<file path="src/rtl/chip_74161_emu.sv">
// chip_74161_emu
//   Emulates a 74161 4-bit synchronous binary counter. The checker drives the
//   chip pins asynchronously to the system clock. Each pin is synchronized,
//   and a rising edge on the chip clock (Pin2) is detected in the Clk domain.
//   A selectable fault can be injected so the checker has known-bad parts.
//
// Ports
//   Clk        system clock; all state updates on its rising edge
//   Reset      asynchronous active-low reset
//   Pin1       CLR_n, active-low clear (level-sensitive)
//   Pin2       chip CLK from the checker
//   Pin3..Pin6 parallel data A, B, C, D (A = LSB)
//   Pin7       ENP, count enable P
//   Pin9       LOAD_n, active-low parallel load
//   Pin10      ENT, count enable T (also gates RCO)
//   Pin14..11  QA, QB, QC, QD outputs (QA = LSB)
//   Pin15      RCO, ripple carry out
//   Fault_Sel  00 none, 01 QB stuck-0, 10 RCO stuck-0, 11 count by 2
module chip_74161_emu (
  input  logic       Clk,
  input  logic       Reset,
  input  logic       Pin1,
  input  logic       Pin2,
  input  logic       Pin3,
  input  logic       Pin4,
  input  logic       Pin5,
  input  logic       Pin6,
  input  logic       Pin7,
  input  logic       Pin9,
  input  logic       Pin10,
  input  logic [1:0] Fault_Sel,
  output logic       Pin11,
  output logic       Pin12,
  output logic       Pin13,
  output logic       Pin14,
  output logic       Pin15
);

  // Bit positions inside the synchronizer vectors.
  localparam int unsigned B_CLR  = 0;
  localparam int unsigned B_CLK  = 1;
  localparam int unsigned B_DA   = 2;
  localparam int unsigned B_DD   = 5;
  localparam int unsigned B_ENP  = 6;
  localparam int unsigned B_LOAD = 7;
  localparam int unsigned B_ENT  = 8;

  localparam logic [1:0] FAULT_QB_LOW  = 2'b01;
  localparam logic [1:0] FAULT_RCO_LOW = 2'b10;
  localparam logic [1:0] FAULT_STEP2   = 2'b11;

  logic [8:0] pins_raw;
  logic [8:0] sync1;
  logic [8:0] sync2;
  logic       prev;
  logic       armed;
  logic [1:0] warm_cnt;
  logic       warm_done;
  logic       pin_edge;
  logic [3:0] q;
  logic [3:0] q_next;
  logic [3:0] step;

  assign pins_raw = {Pin10, Pin9, Pin7, Pin6, Pin5, Pin4, Pin3, Pin2, Pin1};

  // The warm-up count only starts on the second edge after reset so that
  // warm_done rises after prev has caught up with sync2; a Pin2 held high
  // through reset release therefore never looks like a rising edge.
  assign warm_done = (warm_cnt == 2'd2);
  assign pin_edge  = sync2[B_CLK] & ~prev & warm_done;

  always_comb begin
    step   = (Fault_Sel == FAULT_STEP2) ? 4'd2 : 4'd1;
    q_next = q;
    if (!sync2[B_CLR]) begin
      q_next = '0;
    end else if (pin_edge && !sync2[B_LOAD]) begin
      q_next = sync2[B_DD:B_DA];
    end else if (pin_edge && sync2[B_ENP] && sync2[B_ENT]) begin
      q_next = q + step;
    end
  end

  always_ff @(posedge Clk or negedge Reset) begin
    if (!Reset) begin
      sync1    <= '0;
      sync2    <= '0;
      prev     <= 1'b0;
      armed    <= 1'b0;
      warm_cnt <= '0;
      q        <= '0;
    end else begin
      sync1 <= pins_raw;
      sync2 <= sync1;
      prev  <= sync2[B_CLK];
      armed <= 1'b1;
      if (armed && !warm_done) begin
        warm_cnt <= warm_cnt + 2'd1;
      end
      q <= q_next;
    end
  end

  always_comb begin
    Pin14 = q[0];
    Pin13 = q[1] & (Fault_Sel != FAULT_QB_LOW);
    Pin12 = q[2];
    Pin11 = q[3];
    Pin15 = sync2[B_ENT] & (&q) & (Fault_Sel != FAULT_RCO_LOW);
  end

endmodule

</file>
<file path="config.mk">
export PLATFORM = sky130hd
export DESIGN_NAME = chip_74161_emu
export DESIGN_NICKNAME = d
export VERILOG_FILES = /design/src/rtl/chip_74161_emu.sv
export SDC_FILE = /design/constraint.sdc
export NUM_CORES = 1
export LEC_CHECK = 0
export CAP_MARGIN = 15
export CORE_MARGIN = 1
export CORE_UTILIZATION = 52
export DETAILED_ROUTE_END_ITERATION = 10
export GPL_TIMING_DRIVEN = 0
export PLACE_DENSITY = 0.8
export SYNTH_ARGS = -nofsm -noshare
export SYNTH_HDL_FRONTEND = slang
export SYNTH_SLANG_ARGS = --single-unit
</file>
<file path="constraint.sdc">
create_clock -name Clk -period 2.7 [get_ports Clk]
set_clock_uncertainty 0.15 [all_clocks]
set_input_delay 0.54 -clock Clk [delete_from_list [all_inputs] [get_ports Clk]]
set_output_delay 0.54 -clock Clk [all_outputs]
set_load 0.01 [all_outputs]
</file>
* Word level (Yosys, flattened, before mapping)
Index checks and enable logic that the tools add are counted.
** Storage, ports and cells
- Register bits :: 26
- Input bits :: 13
- Output and inout port bits :: 5
- Logic and storage cells :: 30
** Cells by class
- $add $sub $neg :: 2
- Equality and inequality tests :: 5
- Multiplexer cells :: 4
- Bitwise logic cells :: 6
- Reductions and logical operators :: 7
** Operators with widths (number)
- 4-bit two-way mux :: 3
- 1-bit AND :: 5
- 4-bit by 2-bit adder with 4-bit output :: 1
- 2-bit == test (second input constant) :: 2
- 1-bit logical AND :: 4
- 4-bit AND reduction :: 1
- 3-bit by 1-bit != test with 1-bit output (second input constant) :: 1
- 2-bit by 1-bit adder with 2-bit output (second input constant) :: 1
- 1-bit logical NOT :: 2
- 2-bit two-way mux :: 1
- 2-bit by 1-bit != test with 1-bit output (second input constant) :: 1
- 2-bit != test (second input constant) :: 1
- 1-bit NOT :: 1

* Longest topological paths before layout
- Depth after elaboration :: 8
- Mapped depth :: 7
- Depth with buffers taken out :: 7

* Worst setup path after synthesis
OpenSTA, ideal clock, no wires.
- Path type :: input to register
- Start point :: in Fault_Sel[0]
- End point :: reg q[2]
- Library setup time :: 82 ps
- Arrival :: 1695 ps
- Required time :: 2468 ps
- Path slack :: 773 ps
- Stages on the path :: 6
- Buffers on the path :: 0
- Cells stage by stage :: nand2_1 -> ha_1 -> inv_1 -> fa_1 -> or3_1 -> a31oi_1
** On the way
- Word-level cells in the longest chain between the ends :: 6
** Ends and longest elaborated chain
- start, declared :: line 31 : input logic [1:0] Fault_Sel,
- 2-bit == test :: line 73 : step = (Fault_Sel == FAULT_STEP2) ? 4'd2 : 4'd1;
- 2-bit two-way mux :: line 73
- 4-bit by 2-bit adder with 4-bit output :: line 80 : q_next = q + step;
- 4-bit two-way mux :: line 79 : end else if (pin_edge && sync2[B_ENP] && sync2[B_ENT]) begin
- 4-bit two-way mux :: line 77 : end else if (pin_edge && !sync2[B_LOAD]) begin
- 4-bit two-way mux :: line 75 : if (!sync2[B_CLR]) begin
- end signal, assigned :: line 100 : q <= q_next;
- end, declared :: line 60 : logic [3:0] q;
Every way passes these cells. The select of a mux whose other input is x is not followed.
A chain may end at the register's enable or synchronous reset.

* Worst setup path in the final report
- Start point :: in Fault_Sel[1]
- End point :: out Pin15
** On the way
- Word-level cells in the longest chain between the ends :: 2
** Ends and longest elaborated chain
- 2-bit != test :: line 109 : Pin15 = sync2[B_ENT] & (&q) & (Fault_Sel != FAULT_RCO_LOW);
- 1-bit AND :: line 109
- end, declared :: line 36 : output logic Pin15
Every way passes these cells.

==> PnR_summary.wiki <==
{| class="wikitable"
! Metric !! Value
|-
| Post-layout minimum cycle time || 2.45 ns
|-
| Combinational cell fraction of total power || 15.8%
|-
| Maximum number of pins on one net before global-route repair || 27
|-
| Overall die width || 44.7 um
|-
| Number of buffer and inverter stages on the critical path || 3
|-
| Compound-gate portion of the synthesized area || 10.6%
|-
| Clock slew at the register clock pins of the worst setup and hold paths || 0.13 ns
|-
| Largest family of logic cells by synthesized area || simple AND/OR/NAND/NOR gates
|-
| Max Clk Rate || 408 MHz
|-
| Post-synth top area cell || dfrtp_1
|-
| Hold-fix buffers, CTS || 0
|-
| Total count of hold-check failures in the final report || 0
|-
| Yosys cell types || 25
|-
| Antenna violations before repair || 0
|-
| Count of placed standard cells in the final layout, fillers left out || 120
|-
| Hold Path Depth || 0
|-
| Worst path required time || 2.01 ns
|-
| Dominant cell by count in the synthesized netlist || dfrtp_1
|-
| Adder and majority cell fraction of the synthesized area || 6.08%
|-
| Kind of start point of the critical path || input port
|-
| Source of the critical timing path || Fault_Sel[1]
|-
| Kind of critical path || in2out
|-
| Sink Count || 26
|-
| Final-report max-slew violation count || 0
|-
| Critical path's largest stage delay || 0.47 ns
|-
| Num ports || 18
|-
| Maximum clock insertion buffer count || 2
|-
| Hold_sp || sync1[1]$_DFF_PN0_
|-
| Avg WL per Cell || 11.6 um
|-
| Vias || 617
|-
| Proportion of register bits with asynchronous set or reset after synthesis || 100%
|-
| Via count of the first global-routing pass || 575
|-
| Vertical extent of the die || 44.7 um
|-
| Clock insertion delay at the later pin of the skew report || 0.30 ns
|-
| CTS tree || built
|-
| Portion of synthesized cell area occupied by the leading cell type || 68.8%
|-
| Total of flip-flops plus latches after synthesis || 26
|-
| Count of maximum capacitance violations || 0
|-
| Net switching fraction of the power || 23.9%
|-
| Type of the worst min-delay path || reg2reg
|-
| Total CTS buffers || 3
|-
| Category of the worst setup path capture point || output port
|-
| Outcome || finished, final reports clean
|-
| Cell chosen for the clock root || clkbuf_4
|-
| Slowest cell on crit path || clkdlybuf4s50_1
|-
| Sequential fraction of the synthesis area || 68.8%
|-
| Drt total wl || 1390 um
|-
| Area of the core region || 1710 um2
|-
| Number of synthesized flops with an enable pin || 0
|-
| Maximum net fanout on the critical path || 2
|-
| Sequential fraction of design power || 59.7%
|-
| Antenna diode count || 0
|-
| Power density over the cells || 620 nW/um2
|-
| Total area of sequential cells || 651 um2
|-
| Synth top area cells || dfrtp_1 (69%), ha_1 (4.0%), nand2_1 (4.0%)
|-
| Placer's final routability congestion estimate || 0.758
|-
| Detailed-route vias per instance || 5.14
|-
| Initial Util || 55.4%
|-
| Area Overhead vs Synth || 28.0%
|-
| Number of cells after detailed placement || 115
|-
| Fraction of layout cells with a size suffix above 1 || 6.32%
|-
| Number of detailed-routing iterations run before antenna repair || 4
|-
| CP top delay family || buffers and inverters
|-
| Setup TNS Final || 0 ns
|-
| Setup repair after global routing missed its margin || no
|-
| Number of post-CTS setup repair buffers || 0
|-
| Combined area of all synthesized cells || 946 um2
|-
| Finish-stage setup viols || 0
|-
| Number of buffer cells added on primary ports || 17
|-
| Area of the multi-input gates || 273 um2
|-
| Number of filler instances in the final layout || 117
|-
| Xor/xnor share of the synthesized area || 0.926%
|-
| Simple-Gate Fraction of Synth Area || 10.8%
|-
| Clock network fraction of design power || 24.5%
|-
| P_leak || 0.536 nW
|-
| Launch instance of the worst register-to-register path || q[0]$_DFFE_PN0P_
|-
| Number of cells on the critical path || 5
|-
| Level count of the clock H-tree || 1
|-
| Remaining antenna violation count after routing || 0
|-
| First-pass GRT wire length || 2310 um
|-
| Most frequent cells after synthesis || dfrtp_1 (26), nand2_1 (10), inv_1 (6)
|-
| Rows || 15
|-
| Data arrival, critical path || 1.76 ns
|-
| Global-route usage over all layers || 16.7%
|-
| Syn nets || 90
|-
| Top FF cell, synth || dfrtp_1
|-
| Post-synthesis cell count || 73
|-
| Internal power || 0.000572 W
|-
| Detail Placement HPWL || 1050 um
|-
| Cell repeated most along the worst path || clkdlybuf4s50_1
|-
| Residual DRC || 0
|-
| Share of the clock period used by the worst path after layout || 90.8%
|-
| Yosys warnings || 0
|-
| Number of cells traversed by the worst register-to-register path || 5
|-
| Post-layout net count || 113
|-
| Sw power || 0.000179 W
|-
| IR Drop Worst-Case VDD || 0.445 mV
|-
| Avg Inst Size Synth || 13.0 um2
|-
| Die outline area || 1990 um2
|-
| Cell-by-cell trace of the critical path || clkdlybuf4s50_1 > inv_1 > o21ai_0 > nor2_1 > clkdlybuf4s50_1
|-
| GR Overflow Total || 0
|-
| Iteration-0 DRC Markers || 9
|-
| Post_cts resized || 0
|-
| Mux contribution to synthesized area || 0%
|}
## per-stage QoR
stage / utilization (%) / area [um2] / setup WS (ns) / hold slack [ns] / total power (W)
2_1_floorplan: - / 946 / 0.773 / 0.0944 / 0.000517
3_3_place_gp: 67.2 / 1150 / 0.269 / 0.182 / 0.000562
3_5_place_dp: 67.2 / 1150 / 0.223 / 0.186 / 0.000572
4_1_cts: 69.3 / 1180 / 0.243 / 0.215 / 0.000754
5_1_grt: 70.9 / 1210 / 0.201 / 0.220 / 0.000798
6_report: 70.9 / 1210 / 0.249 / 0.212 / 0.000751
## per-layer routing
layer | up-vias | part of all wire (%) | global-route usage (%)
li1 | 291 | - | -
met1 | 305 | 41 | 20.3
met2 | 19 | 53 | 28.5
met3 | 2 | 4.1 | 3.67
met4 | 0 | 1.2 | 7.27
met5 | - | 0 | 0
## registers in the layout, summed over array words and instances (netlist names)
signal,cells
sync2,9
prev,1
q,4
warm_cnt,2
sync1,9
armed,1
## path summary, 6_finish.rpt
path / to / slack (ns)
max reg2reg: q[2]$_DFFE_PN0P_ / 0.94
min in group asynchronous: q[2]$_DFFE_PN0P_ / 0.33
max in group asynchronous: sync2[4]$_DFF_PN0_ / 1.66
max: Pin15 / 0.25
min reg2reg: sync2[1]$_DFF_PN0_ / 0.21
min: sync2[1]$_DFF_PN0_ / 0.21
## placed cells by master (no fill, tap or decap), types with 3 or more instances in the layout
master / instances
dfrtp_1: 26
clkdlybuf4s50_1: 17
nand2_1: 10
inv_1: 6
a21oi_1: 5
o21ai_0: 4
ha_1: 3
clkbuf_4: 3
## logic make-up after synthesis
family | count (synthesis)
other cells | 1
buf+inv | 6
compound gates | 16
flops | 26
xor+xnor | 1
fa+ha+maj | 4
simple gates | 19
## power groups by stage
stage / Sequential [W] / Clock (W) / Combinational, W
3_3_place_gp: 0.000455 / 0 / 0.000107
5_1_grt: 0.000454 / 0.000204 / 0.000140
2_1_floorplan: 0.000454 / 0 / 0.0000630
3_5_place_dp: 0.000457 / 0 / 0.000115
4_1_cts: 0.000449 / 0.000189 / 0.000116
6_report: 0.000448 / 0.000184 / 0.000119
## layout make-up
cell class | instances | area share (%)
Sequential cell | 26 | 53.7
Multi-Input combinational cell | 41 | 22.5
Timing Repair Buffer | 18 | 16.3
Clock buffer | 4 | 3.00
Tap cell | 25 | 2.58
Inverter | 6 | 1.86
(Power assumes the default switching activity.)
